File: src/rtl/vc_mem_arb.sv
// vc_mem_arb: arbitrates ifetch, data and debug requesters onto a single-outstanding memory port.
// Build option: define VC_ARB_DEBUG_EN to compile the debug requester in (g_* otherwise ignored).

module vc_mem_arb #(
    parameter int PA = 22,
    parameter int RV = 16
) (
    input  logic          clk,
    input  logic          rst_n,
    input  logic          i_req,
    input  logic          d_req,
    input  logic          g_req,
    input  logic [PA-1:0] i_addr,
    input  logic [PA-1:0] d_addr,
    input  logic [PA-1:0] g_addr,
    input  logic          d_we,
    input  logic          g_we,
    input  logic [RV-1:0] d_wdata,
    input  logic [RV-1:0] g_wdata,
    input  logic          d_lock,
    output logic          i_ack,
    output logic          d_ack,
    output logic          g_ack,
    output logic [RV-1:0] rdata,
    output logic          mem_req,
    output logic [PA-1:0] mem_addr,
    output logic          mem_we,
    output logic [RV-1:0] mem_wdata,
    input  logic [RV-1:0] mem_rdata,
    input  logic          mem_done,
    output logic          busy,
    output logic [1:0]    grant
);

    typedef enum logic [1:0] {
        IDLE = 2'd0,
        BUSY = 2'd1,
        DONE = 2'd2
    } state_t;

    localparam logic [1:0] GNT_NONE = 2'b00;
    localparam logic [1:0] GNT_I    = 2'b01;
    localparam logic [1:0] GNT_D    = 2'b10;
    localparam logic [1:0] GNT_G    = 2'b11;

    state_t        r_state;
    state_t        w_state_nxt;
    logic [1:0]    r_grant;
    logic [1:0]    w_win;
    logic [PA-1:0] r_addr;
    logic [PA-1:0] w_addr_sel;
    logic          r_we;
    logic          w_we_sel;
    logic [RV-1:0] r_wdata;
    logic [RV-1:0] w_wdata_sel;
    logic [RV-1:0] r_rdata;
    logic          r_lock;
    logic          r_last_d;
    logic          w_g_req;

`ifdef VC_ARB_DEBUG_EN
    assign w_g_req = g_req;
    assign g_ack   = (r_state == DONE) && (r_grant == GNT_G);
`else
    logic w_unused_dbg;
    assign w_unused_dbg = g_req;
    assign w_g_req      = 1'b0;
    assign g_ack        = 1'b0;
`endif

    // A held lock only survives while data keeps both d_req and d_lock high.
    always_comb begin
        w_win = GNT_NONE;
        if (r_lock && d_req && d_lock) begin
            w_win = GNT_D;
        end else if (w_g_req) begin
            w_win = GNT_G;
        end else if (d_req && i_req) begin
            w_win = r_last_d ? GNT_I : GNT_D;
        end else if (d_req) begin
            w_win = GNT_D;
        end else if (i_req) begin
            w_win = GNT_I;
        end
    end

    always_comb begin
        w_addr_sel  = i_addr;
        w_we_sel    = 1'b0;
        w_wdata_sel = '0;
        case (w_win)
            GNT_D: begin
                w_addr_sel  = d_addr;
                w_we_sel    = d_we;
                w_wdata_sel = d_wdata;
            end
            GNT_G: begin
                w_addr_sel  = g_addr;
                w_we_sel    = g_we;
                w_wdata_sel = g_wdata;
            end
            default: ;
        endcase
    end

    always_comb begin
        w_state_nxt = r_state;
        case (r_state)
            IDLE:    if (w_win != GNT_NONE) w_state_nxt = BUSY;
            BUSY:    if (mem_done) w_state_nxt = DONE;
            DONE:    w_state_nxt = IDLE;
            default: w_state_nxt = IDLE;
        endcase
    end

    always_ff @(posedge clk or negedge rst_n) begin
        if (!rst_n) begin
            r_state <= IDLE;
        end else begin
            r_state <= w_state_nxt;
        end
    end

    always_ff @(posedge clk or negedge rst_n) begin
        if (!rst_n) begin
            r_grant  <= GNT_NONE;
            r_addr   <= '0;
            r_we     <= 1'b0;
            r_wdata  <= '0;
            r_rdata  <= '0;
            r_lock   <= 1'b0;
            r_last_d <= 1'b0;
        end else begin
            case (r_state)
                IDLE: begin
                    r_lock <= (w_win == GNT_D) && d_lock;
                    if (w_win != GNT_NONE) begin
                        r_grant <= w_win;
                        r_addr  <= w_addr_sel;
                        r_we    <= w_we_sel;
                        r_wdata <= w_wdata_sel;
                    end
                    // Debug grants leave the data/ifetch rotation untouched.
                    if (w_win == GNT_D) begin
                        r_last_d <= 1'b1;
                    end else if (w_win == GNT_I) begin
                        r_last_d <= 1'b0;
                    end
                end
                BUSY: begin
                    if (mem_done) r_rdata <= mem_rdata;
                end
                DONE: begin
                    r_grant <= GNT_NONE;
                end
                default: ;
            endcase
        end
    end

    assign mem_req   = (r_state == BUSY);
    assign mem_addr  = r_addr;
    assign mem_we    = r_we && (r_state == BUSY);
    assign mem_wdata = r_wdata;
    assign rdata     = r_rdata;
    assign busy      = (r_state != IDLE);
    assign grant     = r_grant;
    assign i_ack     = (r_state == DONE) && (r_grant == GNT_I);
    assign d_ack     = (r_state == DONE) && (r_grant == GNT_D);

endmodule

File: config.mk
export PLATFORM = sky130hd
export DESIGN_NAME = vc_mem_arb
export DESIGN_NICKNAME = d
export VERILOG_FILES = /design/src/rtl/vc_mem_arb.sv
export SDC_FILE = /design/constraint.sdc
export NUM_CORES = 1
export LEC_CHECK = 0
export ABC_AREA = 1
export BUFFER_PORTS_ARGS = -buffer_cell sky130_fd_sc_hd__buf_2
export CAP_MARGIN = 0
export CORE_MARGIN = 1
export CORE_UTILIZATION = 30
export DETAILED_ROUTE_END_ITERATION = 16
export PLACE_DENSITY_LB_ADDON = 0.3
export SLEW_MARGIN = 20
export SYNTH_ARGS = -nofsm -noshare
export SYNTH_HDL_FRONTEND = slang
export SYNTH_SLANG_ARGS = --single-unit
File: constraint.sdc
create_clock -name clk -period 1.25 [get_ports clk]
set_input_delay 0.1875 -clock clk [delete_from_list [all_inputs] [get_ports clk]]
set_output_delay 0.1875 -clock clk [all_outputs]
set_load 0.05 [all_outputs]
==> qor.yml, run 1 <==
synth.cell_area_sq_mm: 0.00281
grt.total_usage: 0.167
numCtsBuffers: 9
vias: 2896
postSynthCellCount: 367
htree_levels: 3
hold_viol_final: 0
switching_power_mw: 7.11
row_count: 34
end_kind: "output pin"
root_buffer: "clkbuf_8"
grt_pass1_wl_um: 12900
status: "finished, violations left"
dr.first_iter.drc_count: 109
finClkSkew_ns: 0.00826
nNetsFinal: 650
r2r_start: "r_state[1]"
startpoint_type: "flip-flop"
grt_max_degree: 62
multiInputGateArea_sq_mm: 0.00125
first_pass_iters: 4
pwr-share-comb: 0.600
p_clk_frac: 0.145
fillCellCount: 886
period_needed_ns: 1.41
syn_nets: 490
min_from: "mem_rdata[2]"
power.internal_mw: 6.62
setup_viol: 21
clk_pin_slew_worst_paths_ns: 0.07
grt_overflow_total: 0
ys_seq_elements: 61
finalWirelength_um: 8540
pwr-share-seq: 0.255
worst_slack_ns: -0.164
die_y_um: 98.8
seqCellArea_sq_mm: 0.00153
core_area_sq_mm: 0.00889
via_per_inst: 4.53
die_area_sq_mm: 0.00976
postRouteAntennaNets: 0
setup_tns_ns: -0.686
antenna_found_initial: 0
p_leak_nw: 2.64
vdd_ir_drop_max_mv: 2.02
drc: 0
grt_pass1_vias: 2768
port_buffers: 143
fin_crit_sh: 1.13
slew_viol_final: 0
drive_gt1_frac: 0.449
cp.arrival_ns: 1.23
hpwlAfterDp_um: 5300
ios: 185
netSwitchingFraction: 0.518
crit_required_ns: 1.06
critPathTopFamily: "flip-flops"
startpoint: "r_state[0]"
clk_latency_ns: 0.33
critical_path.max_fanout: 3
worst-path-buf-inv: 2
ys_warn_count: 0
cellPowerDensity_mw_per_mm2: 3040
synth_cell_types: 15
fmax_ghz: 0.707
cap_violations: 0
wl_per_cell_um: 13.3
r2r_slack_ns: -0.04
n_antenna_cell: 0
syn2layout_area_growth_pct: 60.7
total_power_mw: 13.7
cp_slowest_stage_delay_ns: 0.37
violations: "negative setup slack"
rsz0062_at_grt: "yes"
seq_area_frac_synth: 0.543
finalWeightedCongestion: 0.747
syn_area_per_cell_sq_um: 7.66
crit_type: "flip-flop to output pin"
worstPathCellList: "inv_2 -> nand2_4 -> nor3_4 -> buf_6"
clk_path_buf_depth: 2
hold_path.class: "input pin to flip-flop"
start_util: 0.316
die_x_um: 98.8
clock-sinks: 61
cts_tree: "yes"
critPathSlowestCell: "dfrtp_1"
## registers in the layout (all words and copies together), names as in the netlist
name and cells:
grant 2, mem_addr 22, mem_wdata 16, r_last_d 1
r_lock 1, r_state 2, r_we 1, rdata 16
## worst reg2reg max path, delay by kind of cell, from the launching register on
kind / cells / cell delay, ns
and+or+nand+nor: 4 / 0.36
DFF: 1 / 0.45
buffers and inverters: 3 / 0.42
## synthesized netlist by cell type, drive strengths merged
master	instances	area share
inv	52	0.069
nor3	1	0.0018
clkbuf	2	0.0027
dfrtp	61	0.54
nor2	5	0.012
conb	1	0.0013
nand3	62	0.11
o21ai	4	0.0071
buf	17	0.032
nand2	162	0.22
## per-stage QoR
stage               hold WS, ns   util  cells  cell area (sq um)  worst slack, ns
detailed placement        0.230  0.424    611               3770          -0.0649
CTS                      0.0253  0.469    635               4170           -0.197
floorplan                -0.108      -    367               2860          -0.0552
global placement          0.223  0.424    611               3770          -0.0397
global route             0.0247  0.508    640               4520           -0.235
finish                   0.0477  0.508    640               4520           -0.164
## area by class of cell
type	instances	area share
clock buffers	12	0.0343
clock inverters	4	0.0155
inverters	52	0.0443
multi-input cells	235	0.277
flip-flops and latches	61	0.339
well taps	108	0.0299
repair buffers	168	0.260
## power by group through the flow
stage | combinational [mW] | sequential, mW | clock, mW
after global routing | 8.79 | 3.63 | 2.13
after global placement | 7.01 | 3.48 | 0
after detailed placement | 7.13 | 3.49 | 0
after CTS | 7.66 | 3.50 | 2.05
after floorplan | 2.10 | 6.60 | 0
final | 8.24 | 3.51 | 1.99
## placed cells by master (no fill, tap or decap), types with 3 or more instances in the layout
| master | n |
|---|---|
| buf_6 | 8 |
| buf_8 | 4 |
| nand2_1 | 156 |
| nand3_2 | 32 |
| dfrtp_2 | 3 |
| nand2_4 | 5 |
| inv_2 | 4 |
| buf_4 | 5 |
| nand3_4 | 3 |
| nor2_4 | 4 |
| clkbuf_8 | 11 |
| buf_2 | 137 |
| buf_12 | 8 |
| clkbuf_16 | 3 |
| dfrtp_1 | 58 |
| inv_1 | 46 |
| nand3_1 | 27 |
## what timing repair did
action                                  in CTS  in global routing
pin swaps                                    7                 49
endpoints found under the hold margin       61                  0
gates resized for setup                     23                 55
hold buffers                                 1                  0
endpoints found under the setup margin       6                 50
gates cloned                                 2                  4
buffers inserted                             5                  1
## cells by family after synthesis
logic type | Yosys count | synth area share
buffers and inverters | 71 | 0.104
DFF | 61 | 0.543
and+or+nand+nor | 230 | 0.344
other | 1 | 0.00133
AOI/OAI and AO/OA | 4 | 0.00712
## worst paths after layout
path                           endpoint  cells after the start
setup reg to reg           mem_wdata[7]                      7
setup / recovery                  d_ack                      4
hold reg to reg            mem_wdata[6]                      2
min in group asynchronous  mem_wdata[5]                      3
hold / removal                 rdata[2]                      3
max in group asynchronous    r_state[1]                      3
## layer usage
| metal | global-route usage | share of wire | wire [um] | up-vias |
|---|---|---|---|---|
| li1 | - | - | - | 1428 |
| met5 | 0 | 0 | 0 | - |
| met4 | 0.0528 | 0.0084 | 72 | 0 |
| met1 | 0.212 | 0.45 | 3840 | 1358 |
| met2 | 0.276 | 0.49 | 4150 | 102 |
| met3 | 0.0475 | 0.056 | 480 | 8 |
Power figures use the tool's default switching activity.
==> run 2, diff against run 1 <==
==> constraint.sdc (replaced) <==
create_clock -name clk -period 1.25 [get_ports clk]
set_input_delay 0.25 -clock clk [delete_from_list [all_inputs] [get_ports clk]]
set_output_delay 0.25 -clock clk [all_outputs]
set_load 0.05 [all_outputs]
==> run 2 against run 1 <==
Net effect:
- the run still ends with negative setup slack left
- register-to-register slack worse by 0.11 ns
- first-iteration DRC count decreased by 22%
- clock power down 5%
- clock skew up 0.0032 ns
- count of clock-buffer cells in the layout is 2 lower
- power decreased by 0.89%
- critical path type unchanged
- highest routed layer unchanged
- global-route usage shrank 0.49 points
- cell count increased by 0.47%
- critical path depth rose by 1
- wire length down 9.6%
- fmax is 4.1% lower
- sequential share of layout area is 0.89 points higher
==> qor.yml, run 2 (synthesis gave the netlist of run 1 again) <==
status: "finished, violations left"
violations: "negative setup slack"
first_pass_iters: 4  # unchanged
clock-sinks: 61  # unchanged
cts_tree: "yes"
port_buffers: 143  # unchanged
start_util: 0.316  # unchanged
numCtsBuffers: 9  # unchanged
antenna_found_initial: 0  # unchanged
cellPowerDensity_mw_per_mm2: 3090  # +1.7%
worst-path-buf-inv: 3  # +1
vdd_ir_drop_max_mv: 1.90  # -5.9%
p_leak_nw: 2.61  # -1.2%
fmax_ghz: 0.678  # -4.1%
drc: 0  # unchanged
cp_common_cell: "buf_6"
slew_viol_final: 0  # unchanged
htree_levels: 3  # unchanged
vias: 2847  # -1.7%
post_dp_cell_area_sq_mm: 0.00379  # +0.66%
fin_crit_sh: 1.18  # +0.0484
rsz0062_at_grt: "yes"
clk_path_buf_depth: 2  # unchanged
finClkSkew_ns: 0.0115  # +0.00322 ns
worstPathCellList: "inv_2 -> nand2_4 -> buf_6 -> nor2_4 -> buf_6"
min_path_cells: 3  # unchanged
crit_required_ns: 1.00  # -0.06 ns
grt_overflow_total: 0  # unchanged
startpoint_type: "flip-flop"
critPathSlowestCell: "dfrtp_1"
grt_max_degree: 29  # -53%
finalWeightedCongestion: 0.746  # -0.20%
drive_gt1_frac: 0.421  # -0.0287
wl_per_cell_um: 12.0  # -10%
setup_viol: 46  # +120%
final_area_sq_mm: 0.00440  # -2.5%
period_needed_ns: 1.47  # +0.0605 ns
finalWirelength_um: 7720  # -9.6%
n_antenna_cell: 0  # unchanged
root_buffer: "clkbuf_8"
dr.first_iter.drc_count: 85  # -22%
grt_pass1_wl_um: 12600  # -2.1%
die_area_sq_mm: 0.00976  # unchanged
postRouteAntennaNets: 0  # unchanged
cp.arrival_ns: 1.22  # about the same
syn2layout_area_growth_pct: 56.6
r2r_start: "r_state[0]"
min_from: "mem_rdata[7]"
row_count: 34  # unchanged
hold_path.class: "input pin to flip-flop"
clk_pin_slew_worst_paths_ns: 0.07  # about the same
fillCellCount: 875  # -1.2%
grt_pass1_vias: 2796  # +1.0%
worst_slack_ns: -0.225  # -0.0605 ns
worst-r2r-cell-count: 8  # +1
hold_viol_final: 0  # unchanged
layout.cells.most_common_list: "nand2_1 (138), buf_2 (119), nand3_1 (61)"
critical_path.max_fanout: 3  # unchanged
die_x_um: 98.8  # unchanged
cap_violations: 0  # unchanged
via_per_inst: 4.43  # -2.2%
r2r_end: "mem_wdata[0]"
r2r_slack_ns: -0.15  # -0.11 ns
dp_slack_ns: -0.0459  # +0.0190 ns
crit_type: "flip-flop to output pin"
end_kind: "output pin"
core_area_sq_mm: 0.00889  # unchanged
die_y_um: 98.8  # unchanged
largest_reg_flops: 22  # unchanged
min_to: "rdata[7]"
cp_slowest_stage_delay_ns: 0.37  # about the same
final_common_cell: "nand2_1"
ios: 185  # unchanged
clk_latency_ns: 0.33  # about the same
grt.total_usage: 0.163  # -0.00489
nNetsFinal: 654  # +0.62%
critPathTopFamily: "buffers and inverters"
hpwlAfterDp_um: 5460  # +3.2%
[run 2: cell count changes in the layout (fill, tap and decap cells not counted), sizes merged]
cell / before / now
buf: 164 / 153
clkbuf: 15 / 26
bufbuf: 0 / 2
clkinv: 2 / 3
[run 2: worst min-delay path: stages]
cell and delay, ns:
buf_2 0.07, nand2_1 0.04, nand2_1 0.04
[run 2: through the flow]
stage | utilization | cells | hold WS [ns] | total power, mW | TNS, ns
final | 0.495 | 643 | 0.111 | 13.6 | -5.60
after global placement | 0.427 | 619 | 0.171 | 10.5 | -0.443
after CTS | 0.471 | 639 | 0.0890 | 13.1 | -4.48
after floorplan | - | 367 | -0.0456 | 8.65 | -3.43
after detailed placement | 0.427 | 619 | 0.166 | 10.6 | -1.17
after global routing | 0.495 | 643 | 0.0998 | 14.4 | -10.17
[run 2: worst max path at each step]
| stage | start | endpoint | slack, ns | cells after the start |
|---|---|---|---|---|
| 2_1_floorplan | r_state[0] | d_ack | -0.09 | 3 |
| 3_3_place_gp | r_state[0] | i_ack | -0.03 | 5 |
| 3_5_place_dp | r_state[1] | mem_addr[14] | -0.05 | 6 |
| 4_1_cts | r_state[0] | i_ack | -0.25 | 5 |
| 5_1_grt | r_state[0] | i_ack | -0.30 | 5 |
| 6_report | r_state[0] | i_ack | -0.22 | 5 |
[run 2: power breakdown]
group          total (mW)  switching, mW  internal, mW
Sequential           3.55          0.598          2.95
Combinational        8.16           5.58          2.59
Clock                1.90          0.744          1.16
[run 2: area by class of cell]
cell class                      count  area, sq um  share of cell area
Inverter                           52          208              0.0472
Clock buffer                       10          138              0.0313
Sequential cell                    61         1530               0.348
Clock inverter                      5         75.1              0.0171
Multi-Input combinational cell    235         1110               0.251
Timing Repair Buffer              172         1210               0.275
Tap cell                          108          135              0.0307
[run 2: metal layers]
layer  global-route usage  routed length [um]  vias to the layer above  part of all wire
li1                     -                   -                     1434                 -
met1                0.195                3380                     1292              0.44
met2                0.277                3700                      110              0.48
met3               0.0553                 573                       11             0.074
met4               0.0448                  72                        0            0.0093
met5                    0                   0                        -                 0
[run 2: what timing repair did]
item	4_1_cts	5_1_grt
endpoints found under the hold margin	10	0
pin swaps	3	16
hold buffers	1	0
gates resized for setup	23	62
endpoints found under the setup margin	45	72
cloned	2	1
setup buffers	2	3
==> run 3, diff against run 2 <==
--- a/config.mk
+++ b/config.mk
@@ -5,14 +5,14 @@
 export SDC_FILE = /design/constraint.sdc
 export NUM_CORES = 1
 export LEC_CHECK = 0
-export ABC_AREA = 1
+export ABC_AREA = 0
 export BUFFER_PORTS_ARGS = -buffer_cell sky130_fd_sc_hd__buf_2
 export CAP_MARGIN = 0
 export CORE_MARGIN = 1
 export CORE_UTILIZATION = 30
 export DETAILED_ROUTE_END_ITERATION = 16
 export PLACE_DENSITY_LB_ADDON = 0.3
-export SLEW_MARGIN = 20
+export SLEW_MARGIN = 10
 export SYNTH_ARGS = -nofsm -noshare
 export SYNTH_HDL_FRONTEND = slang
 export SYNTH_SLANG_ARGS = --single-unit
==> run 3 against run 2 <==
Net effect:
- the flow still finishes with violations (negative setup slack)
- design area increased by 1.1%
- sequential power about the same
- critical endpoint is now mem_we
- non-clock buffer count increased by 11
- largest cell class unchanged
==> qor.yml, run 3 <==
status: "finished, violations left"
violations: "negative setup slack"
hpwlAfterDp_um: 4920  # -10%
cellPowerDensity_mw_per_mm2: 3320  # +7.4%
yosysMostFrequentCell: "dfrtp_1"
synth_top_area_share: 0.589  # +0.0462
power.internal_mw: 7.69  # +15%
critical_path.max_fanout: 3  # unchanged
postRouteAntennaNets: 0  # unchanged
dr.first_iter.drc_count: 80  # -5.9%
syn_nets: 383  # -22%
end_kind: "output pin"
total_power_mw: 14.8  # +8.6%
port_buffers: 143  # unchanged
ys.flop_type: "dfrtp_1"
grt_overflow_total: 0  # unchanged
drive_gt1_frac: 0.543  # +0.122
fmax_ghz: 0.641  # -5.5%
via_per_inst: 4.58  # +3.5%
setup_viol: 63  # +37%
ys_seq_elements: 61  # unchanged
clock-sinks: 61  # unchanged
crit_required_ns: 1.00  # about the same
die_y_um: 94.9  # -3.9%
root_buffer: "clkbuf_8"
grt.total_usage: 0.176  # +0.0139
p_leak_nw: 2.27  # -13%
finalWeightedCongestion: 0.672  # -9.8%
synth_area_leaders: "dfrtp_1 (59%), nand2_1 (8.6%), a21oi_1 (8.5%), mux2_4 (5.2%), nor2_1 (3.8%)"
switching_power_mw: 7.09  # +2.5%
syn2layout_area_growth_pct: 71.9
synth.largest_area_cell: "dfrtp_1"
worst_slack_ns: -0.311  # -0.0866 ns
start_util: 0.312  # -0.00399
async_flop_share: 1.00  # unchanged
fin_crit_sh: 1.25  # +0.0693
final_util: 0.536  # +0.0413
grt_pass1_vias: 2352  # -16%
slew_viol_final: 0  # unchanged
finalWirelength_um: 8010  # +3.8%
worst-r2r-cell-count: 7  # -1
clk_pin_slew_worst_paths_ns: 0.07  # about the same
clk_path_buf_depth: 2  # unchanged
core_area_sq_mm: 0.00830  # -6.7%
rsz0062_at_grt: "yes"
worstPathCellList: "and2b_4 -> and2_4 -> buf_8"
synth_cell_types: 25  # +10
antenna_found_initial: 0  # unchanged
vdd_ir_drop_max_mv: 1.47  # -23%
synth.cell_area_sq_mm: 0.00259  # -7.8%
largest_reg_flops: 22  # unchanged
synth_edf_count: 0  # unchanged
crit_type: "flip-flop to output pin"
vias: 2516  # -12%
postSynthCellCount: 260  # -29%
startpoint_type: "flip-flop"
grt_pass1_wl_um: 11600  # -8.0%
seq_area_frac_synth: 0.589  # +0.0462
die_x_um: 94.9  # -3.9%
first_pass_iters: 4  # unchanged
finClkSkew_ns: 0.00923  # -0.00225 ns
drc: 0  # unchanged
pwr-share-comb: 0.616  # +0.016
final_common_cell: "buf_2"
ys_warn_count: 0  # unchanged
synth_common_cells: "dfrtp_1 (61), nand2_1 (59), a21oi_1 (44)"
numCtsBuffers: 9  # unchanged
pwr-share-seq: 0.239  # -0.022
syn_area_per_cell_sq_um: 9.96  # +30%
cts_tree: "yes"
htree_levels: 3  # unchanged
die_area_sq_mm: 0.00901  # -7.7%
min_path_cells: 2  # -1
clk_latency_ns: 0.34  # about the same
period_needed_ns: 1.56  # +0.0866 ns
ios: 185  # unchanged
cp_slowest_stage_delay_ns: 0.43  # +0.06 ns
critPathSlowestCell: "dfrtp_2"
grt_max_degree: 34  # +17%
hold_path.class: "input pin to flip-flop"
hold_viol_final: 0  # unchanged
row_count: 33  # -2.9%
cp.arrival_ns: 1.31  # +0.09 ns
nNetsFinal: 562  # -14%
wl_per_cell_um: 14.6  # +22%
cap_violations: 0  # unchanged
n_antenna_cell: 0  # unchanged
p_clk_frac: 0.145  # +0.005
layout.cells.most_common_list: "buf_2 (114), nand2_1 (58), dfrtp_1 (58)"
netSwitchingFraction: 0.480  # -0.0284
[run 3: cell types whose count changed after synthesis, moves of 3 or more]
| cell | previous run | this run |
|---|---|---|
| nand3_1 | 61 | 18 |
| buf_2 | 15 | 7 |
| inv_2 | 3 | 0 |
| clkbuf_1 | 2 | 5 |
| nor2_1 | 3 | 26 |
| inv_1 | 49 | 3 |
| mux2_4 | 0 | 9 |
| nand2_1 | 160 | 59 |
| a21oi_1 | 0 | 44 |
| mux2_1 | 0 | 7 |
[run 3: critical path: cells and delay by family, from the launching register on]
| family | cells | cell delay, ns |
|---|---|---|
| buf+inv | 1 | 0.14 |
| simple gates | 2 | 0.40 |
| flops | 1 | 0.43 |
[run 3: final cells by class]
| type | count | area [sq um] |
|---|---|---|
| well taps | 105 | 131 |
| inverters | 3 | 11.3 |
| fillers | 759 | 3850 |
| multi-input cells | 181 | 1150 |
| flip-flops and latches | 61 | 1530 |
| clock buffers | 12 | 145 |
| clock inverters | 4 | 95.1 |
| repair buffers | 183 | 1390 |
[run 3: kinds of logic (layout without fill, tap and decap cells)]
group                  count (synthesis)  count (layout)  share of synthesized area
flip-flops                            61              61                      0.589
other                                  1               1                    0.00145
multiplexers                          16              16                     0.0826
AO/OA/AOI/OAI                         52              52                      0.107
AND/OR/NAND/NOR                      111             112                      0.183
buffers and inverters                 19             202                     0.0367
[run 3: routing by layer]
layer | part of all wire | vias to the layer above | routed length, um | global-route usage
met5 | 0 | - | 0 | 0
met4 | 0.0071 | 0 | 57 | 0.0619
met3 | 0.055 | 6 | 441 | 0.0443
met2 | 0.51 | 102 | 4070 | 0.296
met1 | 0.43 | 1189 | 3450 | 0.220
li1 | - | 1219 | - | -
[run 3: final timing paths]
path                          startpoint            end  slack [ns]
max                           r_state[1]         mem_we       -0.31
min                         mem_rdata[3]       rdata[3]        0.12
max reg2reg                   r_state[1]   mem_addr[18]       -0.29
min reg2reg                mem_wdata[10]  mem_wdata[10]        0.47
max in group asynchronous          rst_n   mem_addr[21]        0.49
min in group asynchronous          rst_n   mem_wdata[9]        0.41
[run 3: repair_timing]
item / 4_1_cts / 5_1_grt
hold endpoints to repair: 61 / 0
pin swaps: 22 / 4
buffers inserted: 13 / 3
resized for setup: 54 / 36
setup endpoints to repair: 61 / 89
gates cloned: 7 / 1
hold buffers: 1 / 0
[run 3: power by group through the flow]
stage	clock (mW)	sequential (mW)	combinational (mW)
floorplan	0	6.74	2.03
global placement	0	3.50	7.14
detailed placement	0	3.52	7.23
CTS	2.20	3.51	8.68
global route	2.32	3.67	9.57
finish	2.14	3.53	9.11
[run 3: per-stage QoR]
stage          setup TNS, ns  setup WS [ns]  hold slack (ns)  area, sq um  std cells
4_1_cts               -12.22         -0.319            0.102         4290        547
5_1_grt               -17.47         -0.368            0.103         4450        549
3_3_place_gp           -3.85         -0.144            0.247         3580        510
3_5_place_dp           -4.28         -0.168            0.245         3580        510
2_1_floorplan          -2.99         -0.220          -0.0456         2620        260
6_report              -13.21         -0.311            0.118         4450        549
